## config.mk

```make
export PLATFORM = sky130hd
export DESIGN_NAME = systolic_mac4
export DESIGN_NICKNAME = d
export VERILOG_FILES = /design/src/rtl/systolic_mac4.sv
export SDC_FILE = /design/constraint.sdc
export NUM_CORES = 1
export LEC_CHECK = 0
export CAP_MARGIN = 10
export CORE_MARGIN = 8
export CORE_UTILIZATION = 49
export DETAILED_ROUTE_END_ITERATION = 6
export PLACE_DENSITY = 0.81
export SETUP_SLACK_MARGIN = 0.02
export SYNTH_ARGS = -nofsm -noshare
export SYNTH_HDL_FRONTEND = slang
export SYNTH_SLANG_ARGS = --single-unit
```

## constraint.sdc

```tcl
create_clock -name clk -period 3.35 [get_ports clk]
set_input_delay 0.335 -clock clk [delete_from_list [all_inputs] [get_ports clk]]
set_output_delay 0.335 -clock clk [all_outputs]
set_load 0.03 [all_outputs]
```

## src/rtl/systolic_mac4.sv

```systemverilog
// Systolic processing element: forwards 4-bit operands east/south and reduces
// their products into saturating LEN-term dot products on a ready/valid port.

module mult4x4 (
  input  logic [3:0] a,
  input  logic [3:0] b,
  output logic [7:0] p
);
  assign p = {4'b0000, a} * {4'b0000, b};
endmodule

module systolic_mac4 #(
  parameter int ACC_W = 16,
  parameter int LEN   = 4
) (
  input  logic             clk,
  input  logic             rst,
  input  logic [3:0]       a_in,
  input  logic [3:0]       b_in,
  input  logic             in_valid,
  input  logic             clear,
  output logic [3:0]       a_out,
  output logic [3:0]       b_out,
  output logic             out_valid,
  output logic [ACC_W-1:0] res_data,
  output logic             res_sat,
  output logic             res_valid,
  input  logic             res_ready,
  output logic             overrun
);
  localparam int CNT_W = (LEN > 1) ? $clog2(LEN) : 1;
  localparam logic [CNT_W-1:0] LAST = CNT_W'(LEN - 1);

  typedef enum logic [0:0] {IDLE = 1'b0, RUN = 1'b1} state_t;

  // Carry out of the widened add means the true sum exceeded 2^ACC_W-1.
  // Returns {saturated, clamped_sum}.
  function automatic logic [ACC_W:0] sat_add(input logic [ACC_W-1:0] base,
                                             input logic [7:0] prod);
    logic [ACC_W:0] full;
    full = {1'b0, base} + {{(ACC_W - 7){1'b0}}, prod};
    if (full[ACC_W]) sat_add = {1'b1, {ACC_W{1'b1}}};
    else             sat_add = full;
  endfunction

  state_t           state, state_nxt;
  logic [CNT_W-1:0] cnt, cnt_nxt;
  logic [ACC_W-1:0] acc, acc_nxt;
  logic             sat_run, sat_nxt;

  logic [7:0]       prod_p0;
  logic             first_p0;
  logic [CNT_W-1:0] cnt_eff_p0;
  logic [ACC_W-1:0] base_p0;
  logic [ACC_W-1:0] sum_p0;
  logic             sat_add_p0;
  logic             sat_in_p0;
  logic             last_p0;

  // Stage p0: combinational product and saturating accumulate
  mult4x4 u_mult (
    .a (a_in),
    .b (b_in),
    .p (prod_p0)
  );

  // clear folds into the current term: it restarts the dot product at term 0
  always_comb begin
    first_p0   = clear || (state == IDLE);
    cnt_eff_p0 = clear ? '0 : cnt;
    base_p0    = first_p0 ? '0 : acc;
    sat_in_p0  = first_p0 ? 1'b0 : sat_run;
    {sat_add_p0, sum_p0} = sat_add(base_p0, prod_p0);
    last_p0    = in_valid && (cnt_eff_p0 == LAST);
  end

  always_comb begin
    state_nxt = state;
    cnt_nxt   = cnt;
    acc_nxt   = acc;
    sat_nxt   = sat_run;
    if (in_valid) begin
      if (last_p0) begin
        state_nxt = IDLE;
        cnt_nxt   = '0;
        sat_nxt   = 1'b0;
      end else begin
        state_nxt = RUN;
        cnt_nxt   = cnt_eff_p0 + CNT_W'(1);
        acc_nxt   = sum_p0;
        sat_nxt   = sat_in_p0 | sat_add_p0;
      end
    end else if (clear) begin
      state_nxt = IDLE;
      cnt_nxt   = '0;
      sat_nxt   = 1'b0;
    end
  end

  // Stage p1: accumulator state, forwarding registers and result register
  always_ff @(posedge clk or posedge rst) begin
    if (rst) begin
      state     <= IDLE;
      cnt       <= '0;
      acc       <= '0;
      sat_run   <= 1'b0;
      a_out     <= '0;
      b_out     <= '0;
      out_valid <= 1'b0;
      res_data  <= '0;
      res_sat   <= 1'b0;
      res_valid <= 1'b0;
      overrun   <= 1'b0;
    end else begin
      state     <= state_nxt;
      cnt       <= cnt_nxt;
      acc       <= acc_nxt;
      sat_run   <= sat_nxt;
      a_out     <= a_in;
      b_out     <= b_in;
      out_valid <= in_valid;
      if (last_p0) begin
        res_data  <= sum_p0;
        res_sat   <= sat_in_p0 | sat_add_p0;
        res_valid <= 1'b1;
        if (res_valid && !res_ready) overrun <= 1'b1;
      end else if (res_valid && res_ready) begin
        res_valid <= 1'b0;
      end
    end
  end
endmodule
```

Word level (Yosys, flattened, before mapping)
Cells that the tools add are included.
- $add $sub $neg: 2
- multipliers: 1
- eq/ne operators: 1
- mux-type cells: 13
- bitwise gates (word level): 3
- reduce and logical (&&, ||, !) cells: 9
- operator list (cell ; number):
    16-bit by 8-bit adder with 17-bit output ; 1
    17-bit 2-to-1 mux ; 1
    16-bit 2-to-1 mux ; 1
    4-bit by 4-bit multiplier with 8-bit output ; 1
    1-bit 2-to-1 mux ; 8
    2-bit 2-to-1 mux ; 3
    2-bit AND reduction ; 2
    2-bit nonzero test ; 2
    1-bit logical AND ; 3
    2-bit by 1-bit adder with 2-bit output (second input constant) ; 1
    2-bit equality test (second input constant) ; 1
    1-bit inverter ; 2
    1-bit zero test ; 1
    1-bit logical OR ; 1
    1-bit OR ; 1
- bits in registers: 48
- output and inout bits: 28
- logic and storage cells: 40

Longest topological paths before layout
- word-level depth: 8
- gate-level depth with buffers: 16
- gate-level depth less buffers: 14

Cells and area by module
A second synthesis with hierarchy kept.
- cells, all modules: 309
- area total of the unflattened synthesis: 2965.3 µm²
- by module, submodules not included (module ; times used ; cells an instance ; area each (µm²) ; seq. area each (µm²)):
    systolic_mac4 ; 1 ; 258 ; 2501.1 ; 1201.2
    mult4x4 ; 1 ; 51 ; 464.2 ; 0.0

Worst setup path after synthesis
No wires, ideal clock.
- kind: input to register
- start point: input port a_in[0]
- end point: register res_data[12]
- setup time: 83 ps
- arrival time: 3523 ps
- required time: 3267 ps
- path slack: -256 ps
- stages: 12
- path through: nand2_1 > fa_1 > fa_1 > fa_1 > inv_1 > ha_1 > nand3_1 > o211ai_2 > a21oi_2 > nor3_1 > mux2_2 > o21ai_0
- word-level cells in the longest chain between the ends: 3
- RTL lines (element ; RTL line ; RTL):
    from (decl) ; 18 ; input logic [3:0] a_in,
    4-bit by 4-bit multiplier with 8-bit output ; 9 ; assign p = {4'b0000, a} * {4'b0000, b};
    16-bit by 8-bit adder with 17-bit output ; 41 ; full = {1'b0, base} + {{(ACC_W - 7){1'b0}}, prod};
    17-bit 2-to-1 mux ; 42 ; if (full[ACC_W]) sat_add = {1'b1, {ACC_W{1'b1}}};
    to (signal assigned) ; 123 ; res_data <= sum_p0;
    to (decl) ; 25 ; output logic [ACC_W-1:0] res_data,
No other way between the ends.
A chain may end at the register's enable or synchronous reset.

Final worst setup path
- start point: input port b_in[1]
- end point: register res_data[12]
- word-level cells in the longest chain between the ends: 3
- RTL lines (element ; RTL line ; RTL):
    from (decl) ; 19 ; input logic [3:0] b_in,
    4-bit by 4-bit multiplier with 8-bit output ; 9 ;
    16-bit by 8-bit adder with 17-bit output ; 41 ;
    17-bit 2-to-1 mux ; 42 ;
No other way between the ends.

==> summary.md <==
| Metric | Value |
|---|---|
| Status | complete, but fails checks |
| Violated checks | negative setup slack |
| Drt pass-1 iters | 4 |
| Synth Cell Area | 0.00288 mm² |
| Unique masters post-synth | 47 |
| First-pass GRT wire length | 12200 µm |
| Post-synthesis compound-gate area fraction | 17.7% |
| Die W | 92.7 µm |
| Worst rel slew slack | 32.8% |
| Hold crit path type | input port to flip-flop |
| Clock share of power | 23.4% |
| Design Area, Final | 0.00402 mm² |
| Required @ worst endpoint | 3590 ps |
| Starting Density | 49.6% |
| Core Rows | 28 |
| Worst reg2reg path endpoint | res_data[15] |
| Commonest non-fill, non-tap cells in the layout | 48 x dfrtp_1, 45 x nand2_1, 35 x buf_4, 32 x clkdlybuf4s50_1, 22 x inv_1 |
| Max Buffers Root-to-Sink | 2 |
| Clk_lat worst skew | 310 ps |
| CP delay by family, top | adder cells |
| Crit path DAT | 3660 ps |
| Max-cap violations | 0 |
| Final worst setup slack | -69.8 ps |
| Switch share | 35.1% |
| Antenna diodes | 0 |
| Combinational fraction of design power | 40.1% |
| CTS tree | yes |
| Vias in the first global route | 2610 |
| CTS hold repair buffers | 0 |
| Area leader, netlist | dfrtp_1 |
| P per Cell Area | 483 mW/mm² |
| GRT Total Usage | 17.6% |
| DP Area | 0.00363 mm² |
| Post-detail-place hpwl | 5230 µm |
| Synth top area share | 41.6% |
| Syn Area/Cell | 9.30 µm² |
| Root buf cell | clkbuf_8 |
| CP Capture Type | flip-flop |
| Critical path class | input port to flip-flop |
| Post-Synth Simple-Gate Area | 17.6% |
| Post-synthesis xor/xnor area fraction | 3.04% |
| #FFs+latches synth | 48 |
| Flop2flop setup slack | 190 ps |
| Pin count of the biggest net entering global routing | 49 |
| Die ar. | 0.00860 mm² |
| CP max FO | 5 |
| Pint | 1260 µW |
| Via density | 5.56 |
| Area growth from synthesis to layout | 39.4% |
| Fill count | 447 |
| CP max-delay cell | fa_1 |
| Register area share after synthesis | 41.6% |
| Net Sw Power | 682 µW |
| Unrepaired setup endpoints after global routing | true |
| Multiplexer share of the synthesized area | 0.390% |
| Ys flop type | dfrtp_1 |
| IO Port Bufs | 40 |
| Fin. max-slew vios | 0 |
| Crit path time final | 3420 ps |
| Mapped Nets | 351 |
| Sink Count | 48 |
| Iteration-0 DRC Markers | 111 |
| Chip height | 92.7 µm |
| Average wire per standard cell | 17.1 µm |
| DRC Markers | 0 |
| Worst path max stage delay | 580 ps |
| Final hold violation count | 0 |
| Final #Nets | 425 |
| Grt ovf | 0 |
| Final period util | 102% |
| Ports | 41 |
| R2R Path Start | state |
| Peak supply drop | 317 µV |
| Syn Inst Count | 310 |
| Commonest non-fill, non-tap cell in the layout | dfrtp_1 |
| CP Launch Type | input port |
| Initial antenna violation count | 0 |
| Largest family of logic cells by synthesized area | compound AO/OA/AOI/OAI gates |
| Antenna Nets Post-Route | 0 |
| # setup viols final | 11 |
| Hold_sp | b_in[1] |
| CTS clk-pin slew, worst paths | 100 ps |
| Synth warn | 0 |
| Worst clock skew | 7.64 ps |
| Final GP Congestion | 0.935 |
| Post-synth EDFFs | 0 |
| P_leak | 0.00187 µW |
| CTS buffer count | 5 |
| Sequential share of power | 36.5% |
| Ys async rst share | 100% |
| Placeable core region | 0.00582 mm² |
| Hold endpoint | b_out[1] |
| Share of cells above drive strength 1 | 24.4% |
| CP dominant cell by count | fa_1 |
| Fmax | 0.292 GHz |
| CP bufs+invs | 3 |
| Synth Area in Adders | 14.5% |
| H-tree Lvls | 2 |
| R2R depth | 13 |
| Cell Chain, Critical Path | buf_12 > nand2_8 > fa_1 > fa_2 > fa_1 > inv_2 > ha_4 > nand3_4 > o211ai_4 > a21oi_4 > buf_6 > nor3_4 > mux2_4 > o21ai_1 |
| Final wirelength | 7850 µm |
| Synth area leaders | dfrtp_1 42%, ha_1 8.2%, fa_1 6.2% |
| Via count | 2558 |
| Worst-margin pin slew | 1010 ps |
| Final Core Density | 69.1% |
| Worst hold path depth | 1 |
## power groups by stage
| stage | Combinational, µW | Clock, µW | Sequential (µW) |
|---|---|---|---|
| after floorplan | 358 | 0 | 802 |
| after global placement | 688 | 0 | 715 |
| after detailed placement | 710 | 0 | 719 |
| after CTS | 743 | 468 | 708 |
| after global routing | 847 | 482 | 718 |
| final | 780 | 454 | 708 |
## sequential cells by signal, indices dropped and copies added (netlist names)
name,count
res_sat,1
sat_run,1
overrun,1
res_valid,1
cnt,2
out_valid,1
a_out,4
res_data,16
state,1
b_out,4
acc,16
## how the worst max path moves through the flow
stage	from	to	slack [ps]	cells past startpoint
3_5_place_dp	b_in[1]	res_data[15]	-900	13
3_3_place_gp	b_in[1]	res_data[15]	-830	13
4_1_cts	b_in[1]	acc[0]	30	16
6_report	b_in[1]	res_data[12]	-70	14
2_1_floorplan	b_in[1]	res_data[14]	20	13
5_1_grt	b_in[1]	res_data[12]	-140	14
## metal layers
metal	track usage, %	up-vias	routed length [µm]
met4	8.59	0	327
met1	18.3	1245	2900
met3	4.13	29	381
met2	32.4	79	4240
met5	0	-	0
li1	-	1205	-
## logic make-up after synthesis
kind of cell,count (synthesis)
and+or+nand+nor,105
AOI/OAI and AO/OA,82
DFF,48
buffers and inverters,36
adders and majority gates,28
xor gates and xnor gates,10
muxes,1
## what timing repair did
action | 4_1_cts | 5_1_grt
endpoints found under the setup margin | 34 | 33
buffers inserted | 3 | 5
cloned | 1 | 1
pin swaps | 15 | 17
gates resized for setup | 46 | 37
## per-stage QoR
step	total power (µW)	std cells	hold WS, ps	TNS [ps]	worst slack (ps)
global route	2050	460	132	-3040	-145
CTS	1920	454	172	0	34.2
finish	1940	460	146	-192	-69.8
floorplan	1160	310	366	0	16.7
detailed placement	1430	442	463	-25280	-897
global placement	1400	442	455	-22980	-831
## layout make-up
cell class	count	area (µm²)	share of cell area [%]
timing repair buffer	78	752	18.7
clock inverter	2	38.8	0.965
sequential	48	1200	29.9
multi-input combinational	226	1760	43.7
inverter	25	93.8	2.33
tap	75	93.8	2.33
clock buffer	6	82.6	2.05
## cells in the mapped netlist, drive strengths merged (4+ instances only)
master	n
dfrtp	48
fa	9
nand3	4
nor3	4
ha	19
clkbuf	8
nand2	48
inv	25
o21ai	32
a21o	6
and2	17
a21oi	23
nor2	17
xnor2	7
Power figures use the tool's default switching activity.
